==> config.mk <==
export PLATFORM = sky130hd
export DESIGN_NAME = fetch_queue_flat
export DESIGN_NICKNAME = d
export VERILOG_FILES = /design/src/rtl/fetch_queue_if.sv /design/src/rtl/fetch_queue.sv /design/src/flat_wrapper.sv
export SDC_FILE = /design/constraint.sdc
export NUM_CORES = 1
export LEC_CHECK = 0
export ABC_CLOCK_PERIOD_IN_PS = 7800
export CELL_PAD_IN_SITES_DETAIL_PLACEMENT = 2
export CELL_PAD_IN_SITES_GLOBAL_PLACEMENT = 2
export CORE_AREA = 5 5 164 198
export CTS_BUF_LIST = sky130_fd_sc_hd__clkbuf_8
export DETAILED_ROUTE_END_ITERATION = 8
export DIE_AREA = 0 0 169 203
export HOLD_SLACK_MARGIN = 0.03
export PLACE_DENSITY = 0.84
export REMOVE_ABC_BUFFERS = 1
export SETUP_SLACK_MARGIN = 0.5
export SYNTH_ARGS = -nofsm -noshare
export SYNTH_HDL_FRONTEND = slang
export SYNTH_SLANG_ARGS = --single-unit
==> constraint.sdc <==
create_clock -name clk_i -period 7.8 [get_ports clk_i]
set_input_delay 1.95 -clock clk_i [delete_from_list [all_inputs] [get_ports clk_i]]
set_output_delay 1.95 -clock clk_i [all_outputs]
set_load 0.1 [all_outputs]
==> src/rtl/fetch_queue_if.sv <==
// Dequeue side of the fetch queue: head entry, valid/ready handshake and occupancy.
// The master drives the head; the slave (IF/ID stage) returns ready_i.
interface fetch_queue_if #(
    parameter int XLEN  = 32,
    parameter int DEPTH = 4
) ();
    localparam int CW = $clog2(DEPTH) + 1;

    logic            valid_o;
    logic [XLEN-1:0] pc_o;
    logic [XLEN-1:0] instr_o;
    logic            ready_i;
    logic [CW-1:0]   count_o;

    modport master (output valid_o, output pc_o, output instr_o, output count_o, input ready_i);
    modport slave  (input valid_o, input pc_o, input instr_o, input count_o, output ready_i);
endinterface

==> src/rtl/fetch_queue.sv <==
// Instruction-fetch front end: owns the fetch PC, reads combinational imem and
// buffers {pc, instr} pairs in a DEPTH-entry FIFO with single-cycle redirect/flush.
module fetch_queue #(
    parameter int              XLEN     = 32,
    parameter int              DEPTH    = 4,
    parameter logic [XLEN-1:0] RESET_PC = '0,
    parameter int unsigned     PC_STEP  = 4
) (
    input  logic              clk_i,
    input  logic              rst_i,
    input  logic              halt_i,
    input  logic              redirect_i,
    input  logic [XLEN-1:0]   redirect_pc_i,
    output logic [XLEN-1:0]   imem_addr_o,
    input  logic [XLEN-1:0]   imem_instr_i,
    fetch_queue_if.master     deq
);
    localparam int PW = $clog2(DEPTH);
    localparam int CW = PW + 1;

    typedef struct packed {
        logic [XLEN-1:0] pc;
        logic [XLEN-1:0] instr;
    } entry_t;

    entry_t          storage [DEPTH];
    logic [XLEN-1:0] fetch_pc;
    logic [PW-1:0]   rd_ptr;
    logic [PW-1:0]   wr_ptr;
    logic [CW-1:0]   count;
    logic            push;
    logic            pop;

    // Push never looks at ready_i, so a full queue stays full for a cycle even
    // when the head is popped; this keeps ready_i off the fetch path.
    assign push = !rst_i && !redirect_i && !halt_i && (count < CW'(DEPTH));
    assign pop  = deq.valid_o && deq.ready_i;

    always_ff @(posedge clk_i) begin
        if (rst_i) begin
            fetch_pc <= RESET_PC;
            rd_ptr   <= '0;
            wr_ptr   <= '0;
            count    <= '0;
            // NOTE: storage is cleared on reset so pc_o/instr_o are never X
            // while the queue is empty; this costs a reset mux per storage bit.
            for (int i = 0; i < DEPTH; i++) begin
                storage[i] <= '0;
            end
        end else if (redirect_i) begin
            fetch_pc <= redirect_pc_i;
            rd_ptr   <= '0;
            wr_ptr   <= '0;
            count    <= '0;
        end else begin
            if (push) begin
                storage[wr_ptr] <= '{pc: fetch_pc, instr: imem_instr_i};
                wr_ptr          <= wr_ptr + PW'(1);
                fetch_pc        <= fetch_pc + XLEN'(PC_STEP);
            end
            if (pop) begin
                rd_ptr <= rd_ptr + PW'(1);
            end
            case ({push, pop})
                2'b10:   count <= count + CW'(1);
                2'b01:   count <= count - CW'(1);
                default: count <= count;
            endcase
        end
    end

    assign imem_addr_o = fetch_pc;
    assign deq.valid_o = (count != '0);
    assign deq.pc_o    = storage[rd_ptr].pc;
    assign deq.instr_o = storage[rd_ptr].instr;
    assign deq.count_o = count;
endmodule

==> src/flat_wrapper.sv <==
// flat-port wrapper written by rule: the top's interface ports become plain ports
module fetch_queue_flat 
#(
    parameter int              XLEN     = 32,
    parameter int              DEPTH    = 4,
    parameter logic [XLEN-1:0] RESET_PC = '0,
    parameter int unsigned     PC_STEP  = 4
)
  (clk_i, rst_i, halt_i, redirect_i, redirect_pc_i, imem_addr_o, imem_instr_i, deq_valid_o, deq_pc_o, deq_instr_o, deq_count_o, deq_ready_i);
  fetch_queue_if #(.XLEN(XLEN), .DEPTH(DEPTH)) deq_i ();
  input  logic clk_i;
  input  logic rst_i;
  input  logic halt_i;
  input  logic redirect_i;
  input  logic [XLEN-1:0] redirect_pc_i;
  output logic [XLEN-1:0] imem_addr_o;
  input  logic [XLEN-1:0] imem_instr_i;
  output wire logic [$bits(deq_i.valid_o)-1:0] deq_valid_o;
  output wire logic [$bits(deq_i.pc_o)-1:0] deq_pc_o;
  output wire logic [$bits(deq_i.instr_o)-1:0] deq_instr_o;
  output wire logic [$bits(deq_i.count_o)-1:0] deq_count_o;
  input wire logic [$bits(deq_i.ready_i)-1:0] deq_ready_i;
  assign deq_valid_o = deq_i.valid_o;
  assign deq_pc_o = deq_i.pc_o;
  assign deq_instr_o = deq_i.instr_o;
  assign deq_count_o = deq_i.count_o;
  assign deq_i.ready_i = deq_ready_i;
  fetch_queue #(.XLEN(XLEN), .DEPTH(DEPTH), .RESET_PC(RESET_PC), .PC_STEP(PC_STEP)) u_core (.clk_i(clk_i), .rst_i(rst_i), .halt_i(halt_i), .redirect_i(redirect_i), .redirect_pc_i(redirect_pc_i), .imem_addr_o(imem_addr_o), .imem_instr_i(imem_instr_i), .deq(deq_i));
endmodule
==> results.toml <==
[timing]
final_hold_viol_count = 0
min_period_over_period = 0.721
slew_headroom = 0.248
rsz0062_at_grt = "no"
setup_slack_ns = 2.18
maxSlewViolCount = 0
tightest_slew_ns = 1.13
fin_tns_setup_ns = 0
final.min_clock_period_ns = 5.62
finalSetupViolCount = 0
finClkSkew_ns = 0.0130
hold_slack_ns = 0.535
max_freq_mhz = 178

[hold_path]
hold_path_depth = 2
hold_class = "reg2reg"
min_from = "u_core.rd_ptr[1]$_SDFFE_PP0P_"
whs_endpoint = "u_core.rd_ptr[1]$_SDFFE_PP0P_"

[cts]
post_cts_buffers = 0
clock_sinks = 297
path_clk_slew_ns = 0.06
numCtsBuffers = 47
cts_htree_levels = 2
root_buffer = "clkbuf_8"
clk_latency_ns = 0.57
clockBufferDepth = 3
postCtsResizedCells = 0
cts_tree = "done"
ctsHoldBuffers = 0

[synthesis]
yosysTopAreaCell = "edfxtp_1"
yosysWarnings = 0
synth_most_common_cell = "edfxtp_1"
netlist_area_um2 = 13200
synth_top_area_share = 0.584
synth_area_leaders = "edfxtp_1, mux4_2, and2_1"
ys_ff_latch = 297
synth_edf_count = 256
ys_top_cells_by_count = "edfxtp_1, and2_1, and3_1, mux4_2, clkbuf_1"
ys_seq_area_frac = 0.646
synthDistinctLibCells = 45
ys.flop_type = "edfxtp_1"
async_flop_share = 0
synth.avg_cell_area_um2 = 14.6
syn_inst = 900

[cells_and_area]
drive_gt1_frac = 0.140
syn2layout_area_growth_pct = 21.8
n_antenna_cell = 0
post-route-cell-area_um2 = 16000
fin_nets = 1130

[die]
initial_core_util = 0.436
dieArea_um2 = 34300
row_count = 70
fp.dieW_um = 169
die_y_um = 203
pin_count = 169
core_um2 = 30200

[drt]
drt_iter0_drc = 625
routed_wirelength_mm = 38.9
postRouteAntennaNets = 0
vias = 8335
drc = 0
dr.pass1.iters = 4
wire_per_inst_um = 26.1
vias_per_cell = 5.60

[grt]
grt_use_total = 0.227
grt_overflow = 0
grt_max_degree = 74
grt_antenna_before_repair = 0
grt_pass1_vias = 9382
grt_pass1_wl_mm = 59.7

[place]
dpl-instance-area_um2 = 15200
dp_slack_ns = 2.34
io_buffers = 168
hpwl_mm = 23.6
globalplace.congestion = 0.770

[critical_path]
cpPeakStageDelay_ns = 0.98
reg2reg_to = "u_core.storage[0][16]$_SDFFCE_PN0P_"
path_max_fanout = 42
setup.worst_path.end_class = "primary output"
cpMaxStageDelayCell = "clkdlybuf4s50_1"
r2r_setup_slack_ns = 4.61
critPathRequiredTime_ns = 5.85
worstPathCellList = "buf_4, mux4_2, clkdlybuf4s50_1"
worst_r2r_path_depth = 5
timing.rr.start = "u_core.deq.count_o[2]$_SDFFE_PP0P_"
crit_type = "reg2out"
cp_data_arrival_time_ns = 3.67
startpoint_type = "flop"

[pwr]
peakVddDrop_mv = 0.104
p_clk_frac = 0.340
intPower_mw = 2.54
power_switching_mw = 1.02
combPwrFrac = 0.139
swShare = 0.287
p_per_area_nw_per_um2 = 223
seq_power_share = 0.520
p_leak_nw = 5.84

[flow_run]
drv_cap = 0

[run_status]
status = "complete, no violations"
==> worst max-delay path by stage <==
stage,startpoint,end,slack (ns)
floorplan,rst_i,u_core.storage[2][0]$_SDFFCE_PN0P_,-0.41
global placement,rst_i,u_core.storage[0][26]$_SDFFCE_PN0P_,2.45
detailed placement,rst_i,u_core.storage[0][16]$_SDFFCE_PN0P_,2.34
CTS,flop,deq_instr_o[7],2.04
global route,flop,deq_instr_o[29],1.94
finish,flop,deq_instr_o[29],2.18
==> critical path: cells and delay by family (launching register included) <==
family,cells,cell delay [ns]
buffers and inverters,2,1.53
flip-flops,1,0.97
multiplexers,1,0.58
==> per-stage QoR <==
step	cells	power, mW	util
CTS	1488	3.61	0.531
global placement	1405	2.37	0.503
detailed placement	1405	2.39	0.503
floorplan	830	2.20	-
finish	1488	3.57	0.531
global route	1488	3.71	0.531
==> power by group through the flow <==
stage	Combinational [mW]	Sequential, mW	Clock [mW]
after CTS	0.503	1.86	1.25
after global placement	0.491	1.88	0
after floorplan	0.256	1.94	0
after global routing	0.516	1.86	1.33
final	0.498	1.86	1.21
after detailed placement	0.500	1.89	0
==> cells by family after synthesis <==
family                     after synthesis  synth area share
and+or+nand+nor                        378             0.171
DFF                                    297             0.646
buffers and inverters                   79            0.0238
muxes                                   70             0.114
AOI/OAI and AO/OA                       42            0.0208
xor gates and xnor gates                31            0.0206
adders and majority gates                3           0.00342
==> final cells by class <==
| cell class | instances | area (um2) |
|---|---|---|
| fill | 2734 | 14200 |
| clock inverter | 31 | 120 |
| sequential | 297 | 8520 |
| timing repair buffer | 179 | 1760 |
| inverter | 9 | 33.8 |
| tap | 396 | 495 |
| multi-input combinational | 524 | 4390 |
| clock buffer | 52 | 716 |
==> metal layers <==
metal  GRT usage  vias up  wire, um
li1            -     3665         -
met1       0.293     4356     16000
met2       0.401      250     20400
met3      0.0327       64      1600
met4      0.0604        0       894
met5           0        -         0
==> state kept, by name, indices dropped and copies added (netlist names), named ones only <==
| signal | count |
|---|---|
| u_core.deq.count_o | 3 |
| u_core.rd_ptr | 2 |
| u_core.imem_addr_o | 32 |
| u_core.storage | 256 |
| u_core.wr_ptr | 2 |
==> cell usage in the layout (no fill, tap or decap), types with 3 or more instances in the layout <==
cell type / synthesis / layout
mux2i_1: 6 / 6
clkdlybuf4s50_1: 0 / 168
a21oi_1: 13 / 13
dfxtp_1: 41 / 38
clkbuf_8: 0 / 52
nor2_1: 48 / 46
o21ai_0: 4 / 4
edfxtp_1: 256 / 256
nor3_1: 7 / 6
and2_1: 185 / 185
clkinv_1: 0 / 10
xor2_1: 16 / 16
o22ai_1: 6 / 6
nor3b_1: 7 / 6
clkinv_2: 0 / 3
buf_4: 0 / 11
and3_1: 65 / 65
or3_1: 4 / 4
xnor2_1: 15 / 15
a211oi_1: 12 / 12
inv_1: 8 / 26
or2_2: 5 / 3
nand4_1: 16 / 16
nor4_1: 6 / 6
mux4_2: 64 / 64
nand2_1: 16 / 16
nand3_1: 6 / 6
Power figures use the tool's default switching activity.
